<file path="src/rtl/multdiv_controller_if.sv">
// multdiv_controller_if: processor-side and datapath-side signals of the multdiv controller.
// MULTDIV_REMAINDER_EN adds the signed remainder result.
interface multdiv_controller_if #(parameter int WIDTH = 32);
  logic ctrl_MULT;
  logic ctrl_DIV;
  logic [WIDTH-1:0] data_operandA;
  logic [WIDTH-1:0] data_operandB;
  logic [WIDTH-1:0] dp_operandA;
  logic [WIDTH-1:0] dp_operandB;
  logic dp_mult_start;
  logic dp_div_start;
  logic [WIDTH-1:0] dp_mult_product;
  logic dp_mult_overflow;
  logic dp_mult_ready;
  logic [WIDTH-1:0] dp_div_quotient;
  logic [WIDTH-1:0] dp_div_remainder;
  logic dp_div_ready;
  logic [WIDTH-1:0] data_result;
  logic data_exception;
  logic data_resultRDY;
  logic busy;
`ifdef MULTDIV_REMAINDER_EN
  logic [WIDTH-1:0] data_remainder;
`endif
  modport master (
    output ctrl_MULT, ctrl_DIV, data_operandA, data_operandB,
    output dp_mult_product, dp_mult_overflow, dp_mult_ready,
    output dp_div_quotient, dp_div_remainder, dp_div_ready,
    input dp_operandA, dp_operandB, dp_mult_start, dp_div_start,
    input data_result, data_exception, data_resultRDY, busy
`ifdef MULTDIV_REMAINDER_EN
    , input data_remainder
`endif
  );
  modport slave (
    input ctrl_MULT, ctrl_DIV, data_operandA, data_operandB,
    input dp_mult_product, dp_mult_overflow, dp_mult_ready,
    input dp_div_quotient, dp_div_remainder, dp_div_ready,
    output dp_operandA, dp_operandB, dp_mult_start, dp_div_start,
    output data_result, data_exception, data_resultRDY, busy
`ifdef MULTDIV_REMAINDER_EN
    , output data_remainder
`endif
  );
endinterface

</file>
<file path="src/rtl/multdiv_controller.sv">
// multdiv_controller: sequences one multiply or divide, applies sign correction, pulses ready.
// MULTDIV_REMAINDER_EN adds a registered signed remainder output.
module multdiv_controller #(
  parameter int WIDTH = 32,
  parameter int MAX_CYCLES = 40
) (
  input logic clock,
  input logic reset,
  multdiv_controller_if.slave bus
);
  localparam int CW = $clog2(MAX_CYCLES + 1);
  localparam logic [WIDTH-1:0] MIN_NEG = {1'b1, {(WIDTH-1){1'b0}}};
  typedef enum logic [2:0] {IDLE, START, RUN, FIX, DONE} state_t;
  state_t state;
  logic op_div, sign_a, sign_b, timeout, div_zero;
  logic [WIDTH-1:0] a_q, b_q;
  logic [CW-1:0] cnt;
  logic go, go_div, b_zero, ready_sel, div_ovf, fix_exc;
  logic [WIDTH-1:0] abs_a, abs_b, q_signed, fix_result;
  assign go = bus.ctrl_MULT | bus.ctrl_DIV;
  assign go_div = !bus.ctrl_MULT;
  assign b_zero = bus.data_operandB == '0;
  assign abs_a = bus.data_operandA[WIDTH-1] ? -bus.data_operandA : bus.data_operandA;
  assign abs_b = bus.data_operandB[WIDTH-1] ? -bus.data_operandB : bus.data_operandB;
  assign ready_sel = op_div ? bus.dp_div_ready : bus.dp_mult_ready;
  assign div_ovf = (a_q == MIN_NEG) && (b_q == '1);
  always_comb begin
    q_signed = (sign_a ^ sign_b) ? -bus.dp_div_quotient : bus.dp_div_quotient;
    fix_result = (timeout || div_zero) ? '0 : !op_div ? bus.dp_mult_product : div_ovf ? MIN_NEG : q_signed;
    fix_exc = timeout || div_zero || (op_div ? div_ovf : bus.dp_mult_overflow);
  end
`ifdef MULTDIV_REMAINDER_EN
  logic [WIDTH-1:0] fix_rem;
  assign fix_rem = (timeout || div_zero || !op_div) ? '0 :
                   sign_a ? -bus.dp_div_remainder : bus.dp_div_remainder;
`endif
  // A ctrl pulse in any state restarts the sequence and discards the op in flight.
  always_ff @(posedge clock or posedge reset) begin
    if (reset) begin
      state <= IDLE;
      op_div <= 1'b0;
      sign_a <= 1'b0;
      sign_b <= 1'b0;
      timeout <= 1'b0;
      div_zero <= 1'b0;
      a_q <= '0;
      b_q <= '0;
      cnt <= '0;
      bus.dp_operandA <= '0;
      bus.dp_operandB <= '0;
      bus.dp_mult_start <= 1'b0;
      bus.dp_div_start <= 1'b0;
      bus.data_result <= '0;
      bus.data_exception <= 1'b0;
      bus.data_resultRDY <= 1'b0;
      bus.busy <= 1'b0;
`ifdef MULTDIV_REMAINDER_EN
      bus.data_remainder <= '0;
`endif
    end else begin
      bus.dp_mult_start <= 1'b0;
      bus.dp_div_start <= 1'b0;
      bus.data_resultRDY <= 1'b0;
      if (go) begin
        op_div <= go_div;
        a_q <= bus.data_operandA;
        b_q <= bus.data_operandB;
        sign_a <= bus.data_operandA[WIDTH-1];
        sign_b <= bus.data_operandB[WIDTH-1];
        bus.dp_operandA <= go_div ? abs_a : bus.data_operandA;
        bus.dp_operandB <= go_div ? abs_b : bus.data_operandB;
        timeout <= 1'b0;
        div_zero <= go_div && b_zero;
        cnt <= '0;
        bus.dp_mult_start <= !go_div;
        bus.dp_div_start <= go_div && !b_zero;
        bus.busy <= 1'b1;
        state <= (go_div && b_zero) ? FIX : START;
      end else begin
        case (state)
          START: state <= RUN;
          RUN: begin
            cnt <= cnt + 1'b1;
            if (ready_sel) state <= FIX;
            else if (cnt == CW'(MAX_CYCLES - 1)) begin
              timeout <= 1'b1;
              state <= FIX;
            end
          end
          FIX: begin
            bus.data_result <= fix_result;
            bus.data_exception <= fix_exc;
`ifdef MULTDIV_REMAINDER_EN
            bus.data_remainder <= fix_rem;
`endif
            bus.data_resultRDY <= 1'b1;
            state <= DONE;
          end
          DONE: begin
            bus.busy <= 1'b0;
            state <= IDLE;
          end
          default: begin
            bus.busy <= 1'b0;
            state <= IDLE;
          end
        endcase
      end
    end
  end
endmodule

</file>
<file path="src/flat_wrapper.sv">
// flat-port wrapper written by rule: the top's interface ports become plain ports
module multdiv_controller_flat 
#(
  parameter int WIDTH = 32,
  parameter int MAX_CYCLES = 40
)
  (clock, reset, bus_ctrl_MULT, bus_ctrl_DIV, bus_data_operandA, bus_data_operandB, bus_dp_mult_product, bus_dp_mult_overflow, bus_dp_mult_ready, bus_dp_div_quotient, bus_dp_div_remainder, bus_dp_div_ready, bus_dp_operandA, bus_dp_operandB, bus_dp_mult_start, bus_dp_div_start, bus_data_result, bus_data_exception, bus_data_resultRDY, bus_busy);
  multdiv_controller_if #(.WIDTH(WIDTH)) bus_i ();
  input logic clock;
  input logic reset;
  input wire logic [$bits(bus_i.ctrl_MULT)-1:0] bus_ctrl_MULT;
  input wire logic [$bits(bus_i.ctrl_DIV)-1:0] bus_ctrl_DIV;
  input wire logic [$bits(bus_i.data_operandA)-1:0] bus_data_operandA;
  input wire logic [$bits(bus_i.data_operandB)-1:0] bus_data_operandB;
  input wire logic [$bits(bus_i.dp_mult_product)-1:0] bus_dp_mult_product;
  input wire logic [$bits(bus_i.dp_mult_overflow)-1:0] bus_dp_mult_overflow;
  input wire logic [$bits(bus_i.dp_mult_ready)-1:0] bus_dp_mult_ready;
  input wire logic [$bits(bus_i.dp_div_quotient)-1:0] bus_dp_div_quotient;
  input wire logic [$bits(bus_i.dp_div_remainder)-1:0] bus_dp_div_remainder;
  input wire logic [$bits(bus_i.dp_div_ready)-1:0] bus_dp_div_ready;
  output wire logic [$bits(bus_i.dp_operandA)-1:0] bus_dp_operandA;
  output wire logic [$bits(bus_i.dp_operandB)-1:0] bus_dp_operandB;
  output wire logic [$bits(bus_i.dp_mult_start)-1:0] bus_dp_mult_start;
  output wire logic [$bits(bus_i.dp_div_start)-1:0] bus_dp_div_start;
  output wire logic [$bits(bus_i.data_result)-1:0] bus_data_result;
  output wire logic [$bits(bus_i.data_exception)-1:0] bus_data_exception;
  output wire logic [$bits(bus_i.data_resultRDY)-1:0] bus_data_resultRDY;
  output wire logic [$bits(bus_i.busy)-1:0] bus_busy;
  assign bus_i.ctrl_MULT = bus_ctrl_MULT;
  assign bus_i.ctrl_DIV = bus_ctrl_DIV;
  assign bus_i.data_operandA = bus_data_operandA;
  assign bus_i.data_operandB = bus_data_operandB;
  assign bus_i.dp_mult_product = bus_dp_mult_product;
  assign bus_i.dp_mult_overflow = bus_dp_mult_overflow;
  assign bus_i.dp_mult_ready = bus_dp_mult_ready;
  assign bus_i.dp_div_quotient = bus_dp_div_quotient;
  assign bus_i.dp_div_remainder = bus_dp_div_remainder;
  assign bus_i.dp_div_ready = bus_dp_div_ready;
  assign bus_dp_operandA = bus_i.dp_operandA;
  assign bus_dp_operandB = bus_i.dp_operandB;
  assign bus_dp_mult_start = bus_i.dp_mult_start;
  assign bus_dp_div_start = bus_i.dp_div_start;
  assign bus_data_result = bus_i.data_result;
  assign bus_data_exception = bus_i.data_exception;
  assign bus_data_resultRDY = bus_i.data_resultRDY;
  assign bus_busy = bus_i.busy;
  multdiv_controller #(.WIDTH(WIDTH), .MAX_CYCLES(MAX_CYCLES)) u_core (.clock(clock), .reset(reset), .bus(bus_i));
endmodule
</file>
<file path="config.mk">
export PLATFORM = sky130hd
export DESIGN_NAME = multdiv_controller_flat
export DESIGN_NICKNAME = d
export VERILOG_FILES = /design/src/rtl/multdiv_controller_if.sv /design/src/rtl/multdiv_controller.sv /design/src/flat_wrapper.sv
export SDC_FILE = /design/constraint.sdc
export NUM_CORES = 1
export LEC_CHECK = 0
export BUFFER_PORTS_ARGS = -buffer_cell sky130_fd_sc_hd__clkbuf_2
export CORE_AREA = 3 3 135 137
export CTS_CLUSTER_DIAMETER = 120
export DETAILED_ROUTE_END_ITERATION = 8
export DIE_AREA = 0 0 138 140
export PLACE_DENSITY = 0.88
export SLEW_MARGIN = 30
export SYNTH_ARGS = -nofsm -noshare
export SYNTH_HDL_FRONTEND = slang
export SYNTH_SLANG_ARGS = --single-unit
</file>
<file path="constraint.sdc">
create_clock -name clock -period 9.1 [get_ports clock]
set_input_delay 0.91 -clock clock [delete_from_list [all_inputs] [get_ports clock]]
set_output_delay 0.91 -clock clock [all_outputs]
set_load 0.01 [all_outputs]
</file>
==> flow_summary.json, run 1 <==
{
  "dieArea_mm2": 0.0193,
  "grt_pass1_vias": 8195,
  "synth_xor_xnor_area_share_pct": 3.48,
  "global_route.usage.met1_pct": 33.5,
  "die_w_um": 138,
  "clock_insertion_delay_worst_skew_ns": 0.42,
  "rrSetupSlack_ns": 6.17,
  "mappedNetlistNets": 1145,
  "first_pass_iters": 5,
  "num_vias": 8412,
  "achievable-frequency_ghz": 0.328,
  "synth_seq_area_share_pct": 49.7,
  "rsz_0062_raised_after_global_routing": "no",
  "top_level_ports": 268,
  "final_core_util_pct": 62.6,
  "diodes": 0,
  "clk_root_buffer_cell": "clkbuf_16",
  "timing.critical_path.buf_inv": 1,
  "hold_path_class": "reg -> reg",
  "drive_above_1_share_pct": 24.6,
  "fin_skew_ns": 0.00822,
  "grt_max_degree": 92,
  "maxCapViolCount": 0,
  "placement.io_buffers": 235,
  "wl_per_cell_um": 18.0,
  "busiest_layer": "met2",
  "critical-path-top-cell-by-count": "nand4b_1",
  "synth_compound_gate_area_share_pct": 18.0,
  "worstMarginPinSlew_ns": 1.00,
  "finalHoldViolations": 0,
  "critical_path.startpoint_type": "primary input",
  "synth-edff-count": 0,
  "cp_top_family": "simple AND/OR/NAND/NOR gates",
  "synth.top_cell.area_share_pct": 49.7,
  "die-height_um": 140,
  "detailedRoute.firstIterationViolations": 622,
  "number_of_nets_in_the_final_layout": 1353,
  "maxSlewHeadroom_pct": 32.7,
  "synth_cells": 974,
  "layout_min_cycle_time_ns": 3.05,
  "worst_r2r_startpoint": "u_core.a_q[1]$_DFFE_PP0N_",
  "hpwlAfterDp_mm": 18.3,
  "min_period_over_period_pct": 33.5,
  "globalplace.congestion": 0.864,
  "reg2reg_depth": 5,
  "postCtsSetupRepairBufs": 0,
  "timing.critical_path.fanout_max": 9,
  "area_growth_syn_to_layout_pct": 22.0,
  "postSynthRegisterBits": 175,
  "timing.hold.worst_endpoint": "u_core.a_q[14]$_DFFE_PP0N_",
  "clock_tree.buffer_depth": 2,
  "synth.area.mux_share_pct": 2.20,
  "cpMaxStageDelayCell": "nor4_2",
  "timing.setup.critical_path_class": "in -> reg",
  "core.rowCount": 48,
  "ant_nets": 0,
  "cts.hold.buffers_added": 0,
  "p_leak_nw": 5.05,
  "via_per_inst": 5.94,
  "clock_sink_count": 175,
  "synth-simple-area-share_pct": 22.7,
  "post_synth_instance_area_mm2": 0.00881,
  "predominant_post_synthesis_flop_cell": "dfrtp_1",
  "timing.critical_path.slowest_cell_delay_ns": 0.98,
  "htree_levels": 4,
  "synth.top_cells.by_count": "nand2_1 (242), dfrtp_1 (175), o21ai_0 (54), nor2_1 (49), clkbuf_1 (43)",
  "finalMaxSlewViolations": 0,
  "netlist_top_cells_area": "dfrtp_1 (50%), nand2_1 (10%), o21ai_0 (3.1%)",
  "largest_family_of_logic_cells_by_synthesized_area": "simple AND/OR/NAND/NOR gates",
  "start_util_pct": 51.3,
  "synth.most_common_cell": "nand2_1",
  "grt_use_met3_pct": 6.32,
  "synth-async-reset-ratio_pct": 100,
  "cts_tree": "built",
  "setup_viol": 0,
  "powerDensity_mw_per_mm2": 192,
  "vdd_drop_max_mv": 0.132,
  "remaining_overflow_grt": 0,
  "yosys.cell_types.count": 61,
  "timing.critical_path.required_ns": 9.44,
  "cts_clk_pin_slew_worst_paths_ns": 0.06,
  "worstPathCellList": "clkbuf_2 -> nor4_1 -> nand4b_1 -> nor4_2 -> nand4b_1 -> a21oi_1",
  "startpoint_of_the_tightest_hold_check_path": "u_core.a_q[14]$_DFFE_PP0N_",
  "crit_arrival_ns": 3.38,
  "synthAdderAreaFrac_pct": 0.568,
  "grt_use_met2_pct": 44.6,
  "wire_length_of_the_first_global_routing_pass_mm": 41.5,
  "detail_route.drc_violations": 0,
  "setup_total_negative_slack_ns": 0,
  "status": "complete, no violations",
  "drt-total-wl_mm": 25.4,
  "gr-usage-all-layers_pct": 26.2,
  "crit_path_end_kind": "flip-flop",
  "worstReg2RegEnd": "u_core.bus.data_result[27]$_DFFE_PP0P_",
  "hold_path_stages": 2,
  "ctsResizeCount": 0,
  "synth.avg_cell_area_um2": 9.05,
  "core-area_mm2": 0.0172,
  "numCtsBuffers": 17,
  "synth-warning-count": 0,
  "library_cell_occupying_the_most_area_in_the_post_synthesis_netlist": "dfrtp_1",
  "grt_antenna_before_repair": 0
}
-- area by class of cell --
type	instances	area, um2
Clock buffer	20	437
Tap cell	225	282
Sequential cell	175	4380
Multi-Input combinational cell	723	4180
Clock inverter	9	138
Fill cell	1422	6430
Inverter	23	91.3
Timing Repair Buffer	242	1240
-- how the worst max path moves through the flow --
| stage | from | to | slack (ns) | depth (start not counted) |
|---|---|---|---|---|
| 2_1_floorplan | reset | u_core.a_q[0]$_DFFE_PP0N_ | 3.44 | 1 |
| 6_report | bus_data_operandB[4] | u_core.div_zero$_DFFE_PP0N_ | 6.05 | 6 |
| 3_3_place_gp | bus_data_operandB[14] | u_core.bus.dp_operandB[23]$_DFFE_PP0N_ | 5.73 | 6 |
| 3_5_place_dp | bus_data_operandB[14] | u_core.bus.dp_operandB[23]$_DFFE_PP0N_ | 5.70 | 6 |
| 4_1_cts | u_core.a_q[1]$_DFFE_PP0N_ | u_core.bus.data_result[27]$_DFFE_PP0P_ | 6.11 | 5 |
| 5_1_grt | bus_data_operandB[4] | u_core.div_zero$_DFFE_PP0N_ | 5.82 | 6 |
-- worst reg2reg max path, cell delays in order (launching register included) --
cell and delay, ns:
dfrtp_1 0.39, or4b_2 0.67, nor4_1 0.41, nand4_1 0.39
nand2_1 0.68, o21ai_0 0.23
-- layer usage --
metal,vias to the layer above,share of wire [%]
li1,3904,-
met1,4055,40
met2,416,49
met3,37,8.8
met4,0,1.8
met5,-,0
-- cell families after synthesis --
kind of cell,after synthesis
AOI/OAI and AO/OA,233
adders and majority gates,4
and+or+nand+nor,432
buffers and inverters,76
DFF,175
muxes,19
xor gates and xnor gates,35
-- placed cells by master, fill, tap and decap left out, types with 5 or more instances in the layout --
| cell type | count |
|---|---|
| clkbuf_2 | 235 |
| a31oi_1 | 14 |
| o41ai_1 | 8 |
| a41oi_1 | 5 |
| xor2_1 | 8 |
| inv_1 | 22 |
| dfrtp_1 | 175 |
| mux2i_1 | 16 |
| or2_2 | 6 |
| nand2b_1 | 5 |
| o21ai_0 | 54 |
| a21oi_1 | 28 |
| nand4_1 | 11 |
| nor2_1 | 47 |
| o31ai_1 | 17 |
| nand4b_1 | 7 |
| o311ai_0 | 5 |
| xnor2_1 | 26 |
| nand3_1 | 27 |
| clkbuf_16 | 17 |
| nand2_1 | 242 |
| a22oi_1 | 32 |
| or3_1 | 17 |
| o211ai_1 | 27 |
| a21boi_0 | 10 |
| a211o_1 | 5 |
| buf_4 | 5 |
| nor4_1 | 14 |
| or4_1 | 6 |
| nor3_1 | 21 |
-- registers in the layout (all words and copies together) (netlist names) --
| register | cells |
|---|---|
| u_core.a_q | 31 |
| u_core.b_q | 32 |
| u_core.bus.busy | 1 |
| u_core.bus.data_exception | 1 |
| u_core.bus.data_result | 32 |
| u_core.bus.data_resultRDY | 1 |
| u_core.bus.dp_div_start | 1 |
| u_core.bus.dp_mult_start | 1 |
| u_core.bus.dp_operandA | 31 |
| u_core.bus.dp_operandB | 31 |
| u_core.cnt | 6 |
| u_core.div_zero | 1 |
| u_core.op_div | 1 |
| u_core.sign_a | 1 |
| u_core.state | 3 |
| u_core.timeout | 1 |
-- report_power, final --
part | switching, W | internal (W)
Combinational | 0.000233 | 0.000171
Sequential | 0.0000579 | 0.000875
Clock | 0.000300 | 0.000429
-- metrics by stage --
step | instances | hold slack [ns] | total power, W | worst slack, ns | cell area (um2)
finish | 1417 | 0.471 | 0.00207 | 6.05 | 10800
global route | 1417 | 0.485 | 0.00217 | 5.82 | 10800
CTS | 1416 | 0.471 | 0.00208 | 6.11 | 10700
detailed placement | 1387 | 0.451 | 0.00135 | 5.70 | 10100
global placement | 1387 | 0.450 | 0.00133 | 5.73 | 10100
floorplan | 974 | 0.431 | 0.00116 | 3.44 | 8810
Power figures use the tool's default switching activity.
==> inputs of run 2 (changes only) <==
Clock period 9.1 ns to 3 ns, I/O delays scaled along.
==> run 2 against run 1 <==
Combinational power rose to 3.0 times the previous value. Non-clock buffer count grew 12. Sequential power grew to 3.0 times the previous value. Register-to-register slack lost 5.7 ns. Worst hold slack worse by 0.39 ns. Flip-flop and latch count unchanged. Worst setup slack worse by 5.6 ns. Sequential share of layout area down 0.34 points. Die area did not move. Largest power group unchanged.
==> flow_summary.json, run 2 (synthesized netlist as in run 1, its figures left out) <==
{
  "switching_power_as_a_share_of_total_power_pct": 30.1,
  "internal_power_w": 0.00436,
  "finish.instance_area_mm2": 0.0108,
  "min_period_over_period_pct": 83.6,
  "vdd_drop_max_mv": 0.431,
  "critical_path.startpoint_type": "flip-flop",
  "core.rowCount": 48,
  "rsz_0062_raised_after_global_routing": "no",
  "wire_length_of_the_first_global_routing_pass_mm": 41.9,
  "timing.critical_path.required_ns": 3.29,
  "number_of_nets_in_the_final_layout": 1365,
  "globalplace.congestion": 0.887,
  "layout.cells.most_common": "nand2_1",
  "top_level_ports": 268,
  "power_frac_clock_pct": 35.0,
  "net-switching-power_w": 0.00188,
  "maxCapViolCount": 0,
  "setup_total_negative_slack_ns": 0,
  "ant_nets": 0,
  "setup_viol": 0,
  "timing.critical_path.fanout_max": 29,
  "start_util_pct": 51.3,
  "htree_levels": 4,
  "worstPathCellList": "or4b_2 -> nor4_1 -> nand4_1 -> nand2_1 -> buf_4 -> o21ai_0",
  "detail_route.drc_violations": 0,
  "grt_pass1_vias": 8271,
  "finalMaxSlewViolations": 0,
  "worstMarginPinSlew_ns": 0.763,
  "setup_slack_at_placement_ns": 0.268,
  "timing.critical_path.slowest_cell_delay_ns": 0.66,
  "cts_tree": "built",
  "clock_tree.buffer_depth": 2,
  "placement.io_buffers": 235,
  "clk_root_buffer_cell": "clkbuf_16",
  "remaining_overflow_grt": 0,
  "grt_antenna_before_repair": 0,
  "crit_path_end_kind": "flip-flop",
  "reg_top3": "u_core.b_q (32), u_core.bus.data_result (32)",
  "core-area_mm2": 0.0172,
  "grt_max_degree": 132,
  "timing.hold.ws_ns": 0.0773,
  "mostFrequentLayoutCells": "nand2_1 (242), clkbuf_2 (235), dfrtp_1 (175)",
  "achievable-frequency_ghz": 0.399,
  "finalHoldViolations": 0,
  "placed_area_mm2": 0.0103,
  "maxSlewHeadroom_pct": 48.9,
  "finalWorstSetupSlack_ns": 0.493,
  "diodes": 0,
  "layout_min_cycle_time_ns": 2.51,
  "n_fill_cell": 1471,
  "dieArea_mm2": 0.0193,
  "drt-total-wl_mm": 25.5,
  "power.combinational.fraction_pct": 19.7,
  "wl_per_cell_um": 17.8,
  "postCtsSetupRepairBufs": 0,
  "hpwlAfterDp_mm": 18.4,
  "fin_skew_ns": 0.00816,
  "first_pass_iters": 5,
  "timing.setup.critical_path_class": "reg -> reg",
  "cpMaxStageDelayCell": "or4b_2",
  "crit_arrival_ns": 2.80,
  "cts_clk_pin_slew_worst_paths_ns": 0.07,
  "seq_power_share_pct": 45.3,
  "drive_above_1_share_pct": 25.6,
  "die-height_um": 140,
  "hold_path_class": "in -> reg",
  "powerDensity_mw_per_mm2": 576,
  "p_leak_nw": 5.11,
  "gr-usage-all-layers_pct": 26.4,
  "status": "complete, no violations",
  "num_vias": 8390,
  "area_growth_syn_to_layout_pct": 23.0,
  "die_w_um": 138,
  "detailedRoute.firstIterationViolations": 616,
  "timing.critical_path.buf_inv": 1,
  "clock_insertion_delay_worst_skew_ns": 0.43,
  "via_per_inst": 5.86,
  "numCtsBuffers": 17,
  "cp_top_family": "simple AND/OR/NAND/NOR gates",
  "clock_sink_count": 175
}
-- run 2: power groups by stage --
stage / logic [W] / clock network [W] / registers, W
3_5_place_dp: 0.00124 / 0 / 0.00287
4_1_cts: 0.00124 / 0.00221 / 0.00283
3_3_place_gp: 0.00120 / 0 / 0.00286
6_report: 0.00123 / 0.00218 / 0.00283
5_1_grt: 0.00137 / 0.00232 / 0.00287
2_1_floorplan: 0.000589 / 0 / 0.00294
-- run 2: final timing paths --
kind | from | endpoint | slack, ns | depth (start not counted)
setup / recovery | u_core.a_q[8]$_DFFE_PP0N_ | u_core.bus.data_result[2]$_DFFE_PP0P_ | 0.49 | 6
hold / removal | bus_data_operandA[19] | u_core.bus.dp_operandA[19]$_DFFE_PP0N_ | 0.08 | 2
setup reg to reg | u_core.a_q[8]$_DFFE_PP0N_ | u_core.bus.data_result[2]$_DFFE_PP0P_ | 0.49 | 6
hold reg to reg | u_core.b_q[24]$_DFFE_PP0N_ | u_core.b_q[24]$_DFFE_PP0N_ | 0.47 | 2
max in group asynchronous | reset | u_core.a_q[7]$_DFFE_PP0N_ | 1.55 | 4
min in group asynchronous | reset | u_core.bus.data_result[21]$_DFFE_PP0P_ | 0.50 | 3
-- run 2: layer usage --
metal	share of wire [%]	vias up	track usage, %
li1	-	3931	-
met2	48	394	43.1
met4	3.1	0	10.1
met1	40	4010	33.6
met3	8.9	55	7.48
met5	0	-	0
-- run 2: layout make-up --
cell class / instances / area (um2) / share of cell area (%)
Timing Repair Buffer: 254 / 1360 / 12.5
Sequential cell: 175 / 4380 / 40.4
Clock inverter: 13 / 130 / 1.20
Clock buffer: 19 / 443 / 4.09
Tap cell: 225 / 282 / 2.60
Inverter: 23 / 90.1 / 0.831
Multi-Input combinational cell: 723 / 4160 / 38.4
-- run 2: per-stage QoR --
step	utilization, %	instances	power, W
after floorplan	-	974	0.00353
after global placement	59.7	1399	0.00406
after detailed placement	59.7	1399	0.00410
after CTS	63.1	1432	0.00628
after global routing	63.1	1432	0.00655
final	63.1	1432	0.00624
-- run 2: repair_timing --
| item | in CTS | in global routing |
|---|---|---|
| endpoints found under the setup margin | 0 | 0 |
| gates resized for setup | 0 | 0 |
| hold buffers | 1 | 0 |
| endpoints found under the hold margin | 22 | 0 |
